**config.mk**
```make
export PLATFORM = sky130hd
export DESIGN_NAME = vedic_dot_accumulator
export DESIGN_NICKNAME = d
export VERILOG_FILES = /design/src/rtl/vedic_dot_accumulator.sv
export SDC_FILE = /design/constraint.sdc
export NUM_CORES = 1
export LEC_CHECK = 0
export CAP_MARGIN = 25
export CORE_ASPECT_RATIO = 0.7
export CORE_MARGIN = 8
export CORE_UTILIZATION = 40
export CTS_BUF_LIST = sky130_fd_sc_hd__clkbuf_4 sky130_fd_sc_hd__clkbuf_8
export DETAILED_ROUTE_END_ITERATION = 8
export GPL_ROUTABILITY_DRIVEN = 1
export PLACE_DENSITY_LB_ADDON = 0.25
export SYNTH_ARGS = -nofsm -noshare
export SYNTH_HDL_FRONTEND = slang
export SYNTH_HIERARCHICAL = 1
export SYNTH_SLANG_ARGS = --single-unit
```
**constraint.sdc**
```tcl
create_clock -name clk -period 6.05 [get_ports clk]
set_input_delay 1.5125 -clock clk [delete_from_list [all_inputs] [get_ports clk]]
set_output_delay 1.5125 -clock clk [all_outputs]
set_load 0.02 [all_outputs]
```
**src/rtl/vedic_dot_accumulator.sv**
```systemverilog
// Streaming dot-product: registered 8x8 Vedic multiply feeding an ACC_W-bit accumulator.
// Latency: last element accepted at edge T gives out_valid high after edge T+1.
// Backpressure: in_ready = ~(out_valid & ~out_ready); stage 1 and accumulator freeze on stall.

// 2x2 Vedic cell: vertical and crosswise partial products.
// Latency: combinational.
// Backpressure: none.
module vedic_2x2 (
  input  logic [1:0] a,
  input  logic [1:0] b,
  output logic [3:0] p
);
  logic cross_lo, cross_hi, c1;

  assign cross_lo = a[1] & b[0];
  assign cross_hi = a[0] & b[1];
  assign c1       = cross_lo & cross_hi;
  assign p[0]     = a[0] & b[0];
  assign p[1]     = cross_lo ^ cross_hi;
  assign p[2]     = (a[1] & b[1]) ^ c1;
  assign p[3]     = (a[1] & b[1]) & c1;
endmodule

// 4x4 Vedic multiplier built from four 2x2 cells.
// Latency: combinational.
// Backpressure: none.
module vedic_4x4 (
  input  logic [3:0] a,
  input  logic [3:0] b,
  output logic [7:0] p
);
  logic [3:0] q0, q1, q2, q3;

  vedic_2x2 u_ll (.a(a[1:0]), .b(b[1:0]), .p(q0));
  vedic_2x2 u_hl (.a(a[3:2]), .b(b[1:0]), .p(q1));
  vedic_2x2 u_lh (.a(a[1:0]), .b(b[3:2]), .p(q2));
  vedic_2x2 u_hh (.a(a[3:2]), .b(b[3:2]), .p(q3));

  assign p = {q3, q0} + {2'b00, q1, 2'b00} + {2'b00, q2, 2'b00};
endmodule

// 8x8 Vedic multiplier built from four 4x4 blocks; full 16-bit product, never overflows.
// Latency: combinational.
// Backpressure: none.
module vedic_8X8 (
  input  logic [7:0]  a,
  input  logic [7:0]  b,
  output logic [15:0] p
);
  logic [7:0] q0, q1, q2, q3;

  vedic_4x4 u_ll (.a(a[3:0]), .b(b[3:0]), .p(q0));
  vedic_4x4 u_hl (.a(a[7:4]), .b(b[3:0]), .p(q1));
  vedic_4x4 u_lh (.a(a[3:0]), .b(b[7:4]), .p(q2));
  vedic_4x4 u_hh (.a(a[7:4]), .b(b[7:4]), .p(q3));

  assign p = {q3, q0} + {4'h0, q1, 4'h0} + {4'h0, q2, 4'h0};
endmodule

// Dot-product accumulator stage; one result per vector of up to VEC_LEN pairs.
// Latency: 2 edges from last-element accept to out_valid.
// Backpressure: a held, unconsumed result stalls input and freezes all internal state.
module vedic_dot_accumulator #(
  parameter int VEC_LEN = 4,
  parameter int ACC_W   = 18
) (
  input  logic             clk,
  input  logic             rst,
  input  logic             in_valid,
  output logic             in_ready,
  input  logic [7:0]       in_a,
  input  logic [7:0]       in_b,
  input  logic             in_last,
  output logic             out_valid,
  input  logic             out_ready,
  output logic [ACC_W-1:0] out_sum,
  output logic [8:0]       out_count,
  output logic             out_overflow
);
  localparam logic [8:0] LEN = 9'(VEC_LEN);

  logic             stall, accept, step, last_elem, carry;
  logic             s1_valid, s1_last;
  logic [7:0]       s1_a, s1_b;
  logic [15:0]      prod;
  logic [ACC_W:0]   nsum;
  logic [ACC_W-1:0] acc;
  logic [8:0]       cnt, cnt_inc;
  logic             ovf;

  assign stall    = out_valid & ~out_ready;
  assign in_ready = ~stall;
  assign accept   = in_valid & in_ready;

  // Multiplier only ever sees registered operands, keeping the path to mult + add.
  vedic_8X8 u_mul (.a(s1_a), .b(s1_b), .p(prod));

  assign nsum      = {1'b0, acc} + {{(ACC_W-15){1'b0}}, prod};
  assign carry     = nsum[ACC_W];
  assign cnt_inc   = cnt + 9'd1;
  // An in_last on the VEC_LEN-th element coincides with the count end: one result.
  assign last_elem = s1_last | (cnt_inc == LEN);
  assign step      = s1_valid & ~stall;

  // Stage 1 operand register; holds everything while the output is stalled.
  always_ff @(posedge clk) begin
    if (rst) begin
      s1_valid <= 1'b0;
      s1_a     <= 8'd0;
      s1_b     <= 8'd0;
      s1_last  <= 1'b0;
    end else if (!stall) begin
      s1_valid <= accept;
      s1_a     <= in_a;
      s1_b     <= in_b;
      s1_last  <= in_last;
    end
  end

  // Running sum, element count and sticky carry for the vector in progress.
  always_ff @(posedge clk) begin
    if (rst) begin
      acc <= '0;
      cnt <= 9'd0;
      ovf <= 1'b0;
    end else if (step) begin
      if (last_elem) begin
        acc <= '0;
        cnt <= 9'd0;
        ovf <= 1'b0;
      end else begin
        acc <= nsum[ACC_W-1:0];
        cnt <= cnt_inc;
        ovf <= ovf | carry;
      end
    end
  end

  // Result register; a new result may replace one being consumed on the same edge.
  always_ff @(posedge clk) begin
    if (rst) begin
      out_valid    <= 1'b0;
      out_sum      <= '0;
      out_count    <= 9'd0;
      out_overflow <= 1'b0;
    end else if (step && last_elem) begin
      out_valid    <= 1'b1;
      out_sum      <= nsum[ACC_W-1:0];
      out_count    <= cnt_inc;
      out_overflow <= ovf | carry;
    end else if (out_valid && out_ready) begin
      out_valid    <= 1'b0;
    end
  end
endmodule

```
==> results.ini <==
[detailed_routing]
post_drt_wl_per_cell_um = 14.7
routed-wl-met2_um = 6120
vias_per_cell = 5.11
routed-via-count = 5004
ant_nets = 0
total_detailed_routing_wirelength_um = 14400
1st_pass_router_iterations = 4
drc_errors = 0
dr.first_iter.drc_count = 238
wl_met3_um = 628
wirelength_met1_um = 7480
top_layer = met4

[layout]
post_route_cells_drive_above_1_share = 0.121
syn2layout_area_growth_pct = 18.9
layout.cell_area.non_filler_um2 = 7160
final_nets = 904
diodes = 0
finalCoreUtilization = 0.486

[place]
gp_routability_congestion = 0.867
portBuffers = 50
half_perimeter_wire_length_after_detailed_placement_um = 11100
placed_cell_area_um2 = 6800

[yosys]
postSynthCellCount = 713
synth_largest_type_area_fraction = 0.249
synth_enable_flop_cells = 0
yosysUniqueCellTypes = 57
synth.top_cells.by_area = sky130_fd_sc_hd__dfxtp_1 (25%), sky130_fd_sc_hd__ha_1 (15%), sky130_fd_sc_hd__fa_1 (10%)
syn_avg_cell_area_um2 = 8.44
yosys.cell_count.top_type = sky130_fd_sc_hd__nand2_1
netlist_area_um2 = 6020
synth_ff_type = sky130_fd_sc_hd__dfxtp_1
synthesis.yosys.warnings = 6
synth.ff_latch_count = 75
ys_async_sr_fraction = 0
synth_seq_area_share = 0.249
synth.largest_area_cell = sky130_fd_sc_hd__dfxtp_1
commonest_cells_post_synth = sky130_fd_sc_hd__nand2_1 (83), sky130_fd_sc_hd__dfxtp_1 (75), sky130_fd_sc_hd__ha_1 (73)
syn-num-nets = 837

[worst_setup_path]
critical_path_required_ns = 6.29
worst_path_largest_cell_delay_ns = 0.56
worstSetupPathType = reg -> reg
worst_path_dominant_cell_family = adder cells
critPathBufInv = 2
timing.critical_path.fanout_max = 6
path_common_cell = sky130_fd_sc_hd__ha_1
cpMaxStageDelayCell = sky130_fd_sc_hd__fa_1
critPathCaptureType = register
startpoint_type = register
arrival_ns = 6.06
cp_cell_sequence = and2_1 -> ha_1 -> ha_1 -> fa_1 -> inv_1 -> fa_2 -> nand2b_4 -> a21oi_2 -> xor2_1 -> fa_1 -> ha_4 -> nor2b_4 -> o31a_1 -> o21a_1 -> nor2_2 -> xnor2_1 -> ha_1 -> a21o_1 -> buf_4 -> a221oi_2 -> nand2_1 -> o21ai_1 -> o21ai_2 -> a211o_1

[die]
floorplan.initialDensity = 0.409
design.die.area_um2 = 19300
die_w_um = 163
die_height_um = 119
fp.coreArea_um2 = 14700
floorplan.rows = 37
i_o_pin_count = 51

[timing]
max-slew-margin-rel = 0.478
hold_ws_ns = 0.463
min_period_over_period = 0.962
slew_viol_final = 0
tightest_slew_ns = 0.783
worst_clock_skew_ns = 0.0126
hold_viol_final = 0
max_freq_mhz = 172
setup_total_negative_slack_ns = 0
setup_viol = 0
period_needed_ns = 5.82

[grt]
grt.overflow.total = 0
globalRouteTotalUtil = 0.152
antenna_found_initial = 0
number_of_global_route_vias_before_repair = 5123
grt_pass1_wl_um = 24700
largest_net_degree_at_the_start_of_global_routing = 74

[clock_network]
insertion_delay_ns = 0.36
cts_root_buf = sky130_fd_sc_hd__clkbuf_8
cts.reportedPaths.clkPinSlew_ns = 0.08
clkSinkCount = 75
cts.htree.levels = 3
cts_hold_buffers = 0
cts_tree = done
cts_made_buffers = 9
clockBufferDepth = 2

[job]
maxCapViolCount = 0

[outcome]
run_status = completed

[power]
power_leakage_nw = 3.25
pwr_density_cell_nw_per_um2 = 172
max-vdd-ir-drop_uv = 106

[worst_hold_path]
min-delay-path-class = reg -> reg

through the flow:
step	setup WS (ns)	std cells	power, W
after floorplan	0.317	713	0.000734
after global placement	0.119	954	0.000813
after detailed placement	-0.00124	955	0.000820
after CTS	0.0139	971	0.00124
after global routing	-0.0398	980	0.00131
final	0.230	980	0.00123
flip-flops by register name, indices dropped and copies added (netlist names):
signal and flops:
out_overflow 1, s1_b 8, cnt 9, acc 18
out_count 9, ovf 1, s1_valid 1, out_valid 1
out_sum 18, s1_a 8, s1_last 1
metal layers:
layer | vias to the layer above | GRT usage
met5 | - | 0
met4 | 0 | 0.0423
met3 | 13 | 0.0291
met2 | 97 | 0.228
met1 | 2318 | 0.218
li1 | 2576 | -
layout make-up:
cell class | count | area (µm²)
inverters | 52 | 195
flip-flops and latches | 75 | 1510
well taps | 195 | 244
multi-input cells | 562 | 4280
fillers | 1436 | 7560
repair buffers | 80 | 726
clock inverters | 6 | 70.1
clock buffers | 10 | 138
cells in the final DEF, fill, tap and decap left out, drive strengths merged, types with 3 or more instances in the layout:
cell type,Yosys,layout
a32o,3,3
nor2,60,60
o21ai,19,19
nand2b,7,7
a22oi,13,13
xor2,11,11
o211ai,3,3
nand4,7,7
nor2b,4,4
a21o,11,11
dfxtp,75,75
nor3,10,10
buf,10,30
clkbuf,14,11
ha,73,73
or4,5,5
a21oi,61,61
a31oi,5,5
and3,5,5
and2,67,67
fa,30,30
clkdlybuf4s50,0,49
clkinv,1,3
a211oi,11,11
inv,51,54
nand2,84,84
nand3,21,21
xnor2,29,29
repair_timing:
item,CTS,global route
pin swaps,2,18
setup buffers,0,9
endpoints found under the hold margin,0,0
gates resized for setup,4,23
cloned,0,0
setup endpoints to repair,5,9
tightest hold or removal path, cell delays in order (launching register included):
cell                      delay (ns)
sky130_fd_sc_hd__dfxtp_1        0.31
sky130_fd_sc_hd__nand2_1        0.05
sky130_fd_sc_hd__a21oi_1        0.05
cell families after synthesis:
| group | synth area share |
|---|---|
| AO/OA/AOI/OAI | 0.160 |
| XOR/XNOR | 0.0582 |
| adder cells (fa/ha/maj) | 0.251 |
| buffers and inverters | 0.0542 |
| flip-flops | 0.249 |
| AND/OR/NAND/NOR | 0.227 |
report_power, final:
part           total [W]  switching [W]  internal, W
registers       0.000527      0.0000158     0.000511
logic           0.000297       0.000166     0.000130
clock network   0.000409       0.000203     0.000206
total            0.00123       0.000385     0.000848
path summary, 6_finish.rpt:
check | startpoint | to | slack (ns) | cells past startpoint
setup / recovery | s1_b[1] | acc[16] | 0.23 | 24
hold / removal | out_sum[13] | out_sum[13] | 0.46 | 2
setup reg to reg | s1_b[1] | acc[16] | 0.23 | 24
hold reg to reg | out_sum[13] | out_sum[13] | 0.46 | 2
Note: power is estimated with default switching activity, not from simulation.
